**src/rtl/rr_mux4_arbiter_pkg.sv**
```systemverilog
// Shared definitions for the four-way round-robin arbiter: FSM state
// encoding and the requester count.
package rr_mux4_arbiter_pkg;

   localparam int N_REQ = 4;

   typedef enum logic {
      S_IDLE  = 1'b0,
      S_GRANT = 1'b1
   } state_e;

endpackage : rr_mux4_arbiter_pkg

```
**src/rtl/rr_mux4_arbiter_ymux.sv**
```systemverilog
// Plain 4:1 word multiplexer; the arbiter steers the granted requester's
// word onto the shared output through this instance.
module yMux4to1 #(
   parameter int WIDTH = 32
) (
   input  logic [WIDTH-1:0] in0_i,
   input  logic [WIDTH-1:0] in1_i,
   input  logic [WIDTH-1:0] in2_i,
   input  logic [WIDTH-1:0] in3_i,
   input  logic [1:0]       sel_i,
   output logic [WIDTH-1:0] out_o
);

   // Select one of the four input words.
   always_comb begin
      out_o = in0_i;
      case (sel_i)
         2'd0:    out_o = in0_i;
         2'd1:    out_o = in1_i;
         2'd2:    out_o = in2_i;
         default: out_o = in3_i;
      endcase
   end

endmodule : yMux4to1

```
**src/rtl/rr_mux4_arbiter.sv**
```systemverilog
// Round-robin arbiter sharing one sink between four valid/ready requesters.
// One word is forwarded per grant; every transfer is followed by one idle
// cycle in which the next requester is chosen, starting after the last one
// served.
module rr_mux4_arbiter
   import rr_mux4_arbiter_pkg::*;
#(
   parameter int WIDTH = 32
) (
   input  logic               clk,
   input  logic               rst_n,
   input  logic [3:0]         in_valid,
   input  logic [4*WIDTH-1:0] in_data,
   output logic [3:0]         in_ready,
   output logic               out_valid,
   output logic [WIDTH-1:0]   out_data,
   input  logic               out_ready,
   output logic [1:0]         grant_id,
   output logic               busy
);

   state_e     state_q, state_d;
   logic [1:0] sel_q, sel_d;
   logic [1:0] ptr_q, ptr_d;
   logic       xfer;

   // First requesting index found when scanning ptr, ptr+1, ptr+2, ptr+3.
   function automatic logic [1:0] rr_pick(input logic [3:0] req,
                                          input logic [1:0] ptr);
      logic [1:0] idx;
      logic       found;
      rr_pick = ptr;
      found   = 1'b0;
      for (int k = 0; k < N_REQ; k++) begin
         idx = ptr + 2'(k);
         if (req[idx] && !found) begin
            rr_pick = idx;
            found   = 1'b1;
         end
      end
   endfunction

   yMux4to1 #(.WIDTH(WIDTH)) u_mux (
      .in0_i (in_data[0*WIDTH +: WIDTH]),
      .in1_i (in_data[1*WIDTH +: WIDTH]),
      .in2_i (in_data[2*WIDTH +: WIDTH]),
      .in3_i (in_data[3*WIDTH +: WIDTH]),
      .sel_i (sel_q),
      .out_o (out_data)
   );

   // Handshake outputs: the granted word is offered combinationally and
   // acknowledged only to the granted requester in the transfer cycle.
   always_comb begin
      out_valid = (state_q == S_GRANT) && in_valid[sel_q];
      xfer      = out_valid && out_ready;
      in_ready  = xfer ? (4'b0001 << sel_q) : 4'b0000;
   end

   // Next-state logic: pick in IDLE, hold or release in GRANT.
   always_comb begin
      state_d = state_q;
      sel_d   = sel_q;
      ptr_d   = ptr_q;
      case (state_q)
         S_IDLE: begin
            if (in_valid != 4'b0000) begin
               sel_d   = rr_pick(in_valid, ptr_q);
               state_d = S_GRANT;
            end
         end
         S_GRANT: begin
            if (xfer) begin
               ptr_d   = sel_q + 2'd1;
               state_d = S_IDLE;
            end else if (!in_valid[sel_q]) begin
               // Requester withdrew: give up the grant without advancing ptr.
               state_d = S_IDLE;
            end
         end
         default: state_d = S_IDLE;
      endcase
   end

   // State, select and round-robin pointer registers.
   always_ff @(posedge clk or negedge rst_n) begin
      if (!rst_n) begin
         state_q <= S_IDLE;
         sel_q   <= 2'b00;
         ptr_q   <= 2'b00;
      end else begin
         state_q <= state_d;
         sel_q   <= sel_d;
         ptr_q   <= ptr_d;
      end
   end

   assign grant_id = sel_q;
   assign busy     = (state_q == S_GRANT);

endmodule : rr_mux4_arbiter

```
**config.mk**
```make
export PLATFORM = sky130hd
export DESIGN_NAME = rr_mux4_arbiter
export DESIGN_NICKNAME = d
export VERILOG_FILES = /design/src/rtl/rr_mux4_arbiter_pkg.sv /design/src/rtl/rr_mux4_arbiter_ymux.sv /design/src/rtl/rr_mux4_arbiter.sv
export SDC_FILE = /design/constraint.sdc
export NUM_CORES = 1
export LEC_CHECK = 0
export BUFFER_PORTS_ARGS = -buffer_cell sky130_fd_sc_hd__buf_2
export CELL_PAD_IN_SITES_DETAIL_PLACEMENT = 2
export CELL_PAD_IN_SITES_GLOBAL_PLACEMENT = 2
export CORE_MARGIN = 4
export CORE_UTILIZATION = 13
export CTS_BUF_LIST = sky130_fd_sc_hd__clkbuf_16
export DETAILED_ROUTE_END_ITERATION = 12
export PLACE_DENSITY = 0.75
export SYNTH_ARGS = -nofsm -noshare
export SYNTH_HDL_FRONTEND = slang
export SYNTH_SLANG_ARGS = --single-unit
```
**constraint.sdc**
```tcl
create_clock -name clk -period 2 [get_ports clk]
set_input_delay 0.3 -clock clk [delete_from_list [all_inputs] [get_ports clk]]
set_output_delay 0.3 -clock clk [all_outputs]
set_load 0.01 [all_outputs]
```
# Word level (Yosys, flattened, before mapping)
# Index checks and enable logic that the tools add are counted.
[op_classes]
add_sub_neg = 4
order_cmp = 5
eq_ne = 2
shifts = 1
mux = 28
n_bitwise = 1
reduce_logical = 12
[op_table]
columns = ["operator", "count"]
rows = [
  ["32-bit case mux with 3 select lines", 1],
  ["1-bit 2-to-1 mux", 17],
  ["2-bit by 3-bit < comparator with 1-bit output, second input constant", 5],
  ["1-bit binary-select mux with 2-bit select", 5],
  ["2-bit 2-to-1 mux", 3],
  ["1-bit logical AND", 5],
  ["2-bit by 1-bit adder with 2-bit output, second input constant", 2],
  ["2-bit adder, second input constant", 2],
  ["4-bit 2-to-1 mux", 1],
  ["2-bit AND reduction", 2],
  ["4-bit nonzero test", 1],
  ["1-bit by 2-bit left shift with 4-bit output, first input constant", 1],
  ["1-bit zero test", 3],
  ["2-bit by 1-bit == test with 1-bit output, second input constant", 1],
  ["2-bit == test, second input constant", 1],
  ["2-bit zero test", 1],
  ["1-bit case mux with 2 select lines", 1],
  ["1-bit NOT", 1],
]
[word_totals]
reg_bits = 5
in_bits = 135
output_inout_bits = 40
elab_cells = 56

# Longest topological paths before layout
[depth]
depth_word = 18
ltp_mapped = 6
mapped_depth_nobuf = 4

# Modules after synthesis
# A second synthesis with hierarchy kept.
[hier_totals]
cells_unflattened = 86
area_unflattened_um2 = 1258.7
[modules_own_cells]
columns = ["module", "instances", "cells_per_inst", "area_per_inst_um2", "seq_area_each_um2"]
rows = [
  ["yMux4to1", 1, 39, 814.5, 0.0],
  ["rr_mux4_arbiter", 1, 47, 444.2, 125.1],
]

# Least setup slack after synthesis
# Ideal clock, no wire load.
[synth_path]
kind = "register -> output"
startpoint = "register sel_q[0], in the netlist grant_id[0]"
endpoint = "output port out_data[0]"
arrival_time_ns = 1.659
required_ns = 1.700
slack_ns = 0.041
path_stages_with_launch = 5
n_path_buf = 2
path_cell_list = "dfrtp_1 -> ha_1 -> clkbuf_1 -> buf_1 -> mux2i_1"
[synth_between]
elab_chain_len = 2
elab_cells_between_ends = 4
classes_between = "eq/ne: 2; mux: 1; reduce/logical: 1"
[synth_rtl]
columns = ["element", "line_no", "text"]
rows = [
  ["start: declaration", "rr_mux4_arbiter.sv:23", "logic [1:0] sel_q, sel_d;"],
  ["start signal: assignment", "rr_mux4_arbiter.sv:93", "sel_q <= sel_d;"],
  ["2-bit == test (tied with other cells)", "rr_mux4_arbiter_ymux.sv:17", "case (sel_i)"],
  ["32-bit case mux with 3 select lines (*)", "rr_mux4_arbiter_ymux.sv:17", ""],
  ["end: declaration", "rr_mux4_arbiter.sv:16", "output logic [WIDTH-1:0] out_data,"],
]
# Mark *: on every way between the ends. The rest lies on a longest branch, timed or not.

# Worst setup path after layout
[layout_path]
startpoint = "register sel_q[1], in the netlist grant_id[1]"
endpoint = "output port in_ready[0]"
[layout_between]
elab_chain_len = 5
elab_cells_between_ends = 6
classes_between = "shift: 1; mux: 3; reduce/logical: 2"
[layout_rtl]
columns = ["element", "line_no", "text"]
rows = [
  ["1-bit binary-select mux with 2-bit select", "rr_mux4_arbiter.sv:55", "out_valid = (state_q == S_GRANT) && in_valid[sel_q];"],
  ["1-bit 2-to-1 mux (implied by the code)", "rr_mux4_arbiter.sv:55", ""],
  ["1-bit logical AND", "rr_mux4_arbiter.sv:55", ""],
  ["1-bit logical AND", "rr_mux4_arbiter.sv:56", "xfer = out_valid && out_ready;"],
  ["4-bit 2-to-1 mux (*)", "rr_mux4_arbiter.sv:57", "in_ready = xfer ? (4'b0001 << sel_q) : 4'b0000;"],
  ["end: declaration", "rr_mux4_arbiter.sv:14", "output logic [3:0] in_ready,"],
]
# Mark *: on every way between the ends. The rest lies on a longest branch, timed or not. The select of a mux whose other input is x is not followed.

==> metrics.txt <==
core footprint=between 9000 and 10000 um^2; Syn-to-layout area delta=104%; failing checks=setup timing; Crit path required time=between 1500 and 2000 ps; max-cap viol count=0; final setup slack of the worst path=-121 ps; H-tree depth=1; Async SR Flop Fraction=between 90% and 100%; Final setup viols=11; most frequent cells in the layout=buf_2, inv_1, mux2i_1; GRT Total Usage=between 10% and 20%; Seq pwr share=between 6 and 7%; status=finished with violations; vias in the first global route=~2.3k; final clock skew=around 3.7 ps; unrepaired setup endpoints after global routing=true; number of remaining DRC errors=0; PD cells=about 1400 nW/um^2; Startpoint Class=register; largest net degree at the start of global routing=20; Gate power share=roughly 84%; Antenna Diode Count=0; Lkg Pwr=1.45 nW; Post-Syn Area=around 1300 um^2; Post-Synthesis Net Count=roughly 300; Hold Slack=292 ps; Post-synth EDFFs=0; cell internal pwr=approximately 2.0 mW; Avg Inst Size Synth=between 8 and 9 um^2; Slew headroom=between 60% and 70%; Synth Register Bits=5; routed vias/inst=between 4 and 5; CP Capture Type=primary output; initial DRC count=262; Seq/Total Area, Yosys=approximately a tenth; Clock Path Buffers=2; # rows=36; Final #Nets=482; post-placement cell area=approximately 2300 um^2; initial antenna violation count=1; drt total wl=between 7 and 8 mm; Final ANT Viol Nets=0; FMAX=~470 MHz; initial core utilization=between 10% and 20%; port bufs=between 150 and 200; Die Height=about 110 um; Worst VDD drop=approximately 0.35 mV; period utilization=106%; worst skew pair latency=approximately 230 ps; CTS root buf=clkbuf_16; worst-path fanout max=6; Slew Viols, Final=0; CTS clk-pin slew, worst paths=40 ps; CP arrival=between 1500 and 2000 ps; number of CTS-inserted buffers=3; wire per inst=16.7 um; switching share of total power=roughly 47%; Hold Fails Final Rpt=0; Die Area=between 10000 and 15000 um^2; CTS Sinks=5; via count=between 2k and 2.5k; Net Sw Power=about 1.7 mW; I/O Pins=around 180; layout cells sized above 1=between 60% and 70%; CP Class=reg -> out; Hold Path Class=in -> reg; CTS tree=built; die width=approximately 110 um; Clk pwr share=8.9%; ys flop type=dfrtp_1; first drt pass iteration count=7; first-pass GRT wire length=roughly 12 mm; DP HPWL=6.38 mm; synthesized instance count=between 150 and 200; Synth Warn #=0; Final Util=between 20% and 30%; Final Cell Area=between 2000 and 3000 um^2; fin crit period=2120 ps; Final Wtd Congestion=~0.72; total power=~3.7 mW; GRT overflow=0; Worst Max-Slew Pin Slew=about 470 ps; Netlist cell types=23; most common cell after layout, fill and taps aside=buf_2
==> worst max-delay path, cell delays in order, from the launching register on <==
cell,delay [ps]
dfrtp_2,430
buf_6,130
mux4_2,500
and3_4,220
and2_2,200
buf_6,120
==> power by group through the flow <==
stage | logic (mW) | registers, mW | clock network, mW
CTS | 2.90 | 0.230 | 0.334
global placement | 2.65 | 0.231 | 0
detailed placement | 2.73 | 0.238 | 0
global route | 3.37 | 0.259 | 0.341
finish | 3.09 | 0.246 | 0.328
floorplan | 1.58 | 0.225 | 0
==> kinds of logic after synthesis <==
| family | share of synthesized area (%) |
|---|---|
| muxes | 30.1 |
| adders and majority gates | 4.84 |
| AOI/OAI and AO/OA | 30.4 |
| DFF | 9.69 |
| and+or+nand+nor | 6.88 |
| buffers and inverters | 18.0 |
==> stage by stage <==
stage | cells | setup TNS (ps) | setup WS [ps]
CTS | 467 | -1030 | -111
global placement | 458 | -17.3 | -17.3
finish | 474 | -685 | -121
global route | 474 | -3600 | -179
floorplan | 161 | 0 | 40.7
detailed placement | 458 | -93.9 | -93.9
==> path summary, 6_finish.rpt <==
check	startpoint	to	slack, ps	depth (start not counted)
max in group asynchronous	rst_n	grant_id[1]$_DFFE_PN0P_	1410	2
hold reg to reg	busy$_DFF_PN0_	busy$_DFF_PN0_	530	1
min in group asynchronous	rst_n	busy$_DFF_PN0_	430	2
setup / recovery	grant_id[1]$_DFFE_PN0P_	in_ready[0]	-120	5
hold / removal	out_ready	busy$_DFF_PN0_	290	2
setup reg to reg	grant_id[1]$_DFFE_PN0P_	ptr_q[1]$_DFFE_PN0P_	190	5
==> metal layers <==
layer	track usage (%)	up-vias	part of all wire, %
met5	0	-	0.16
met2	24.6	131	52
met1	12.9	995	37
met4	1.62	2	0.37
met3	3.72	6	11
li1	-	987	-
==> synthesized netlist by cell type, drive strengths merged, types with 2 or more instances <==
cell / count / area share, %
clkbuf: 13 / 3.8
o22ai: 5 / 2.4
mux2: 2 / 2.0
a222oi: 33 / 26
dfrtp: 5 / 9.7
ha: 5 / 4.8
nor2: 4 / 1.2
mux2i: 34 / 26
a21oi: 2 / 0.78
buf: 6 / 2.9
and2: 4 / 2.3
inv: 39 / 11
==> state kept, by name, indices dropped and copies added (netlist names) <==
name      cells
busy          1
grant_id      2
ptr_q         2
==> layout make-up <==
cell class	instances	area [um^2]
Sequential cell	5	128
Timing Repair Buffer	195	1150
Inverter	39	149
Fill cell	1176	7090
Multi-Input combinational cell	98	961
Clock inverter	1	3.75
Tap cell	133	166
Clock buffer	3	75.1
==> what timing repair did <==
item                                   CTS  global route
gates resized for setup                  9            15
setup buffers                            4             7
endpoints found under the hold margin    5             0
setup endpoints to repair               36            36
hold buffers                             1             0
pin swaps                               10            15
Note: power is estimated with default switching activity, not from simulation.
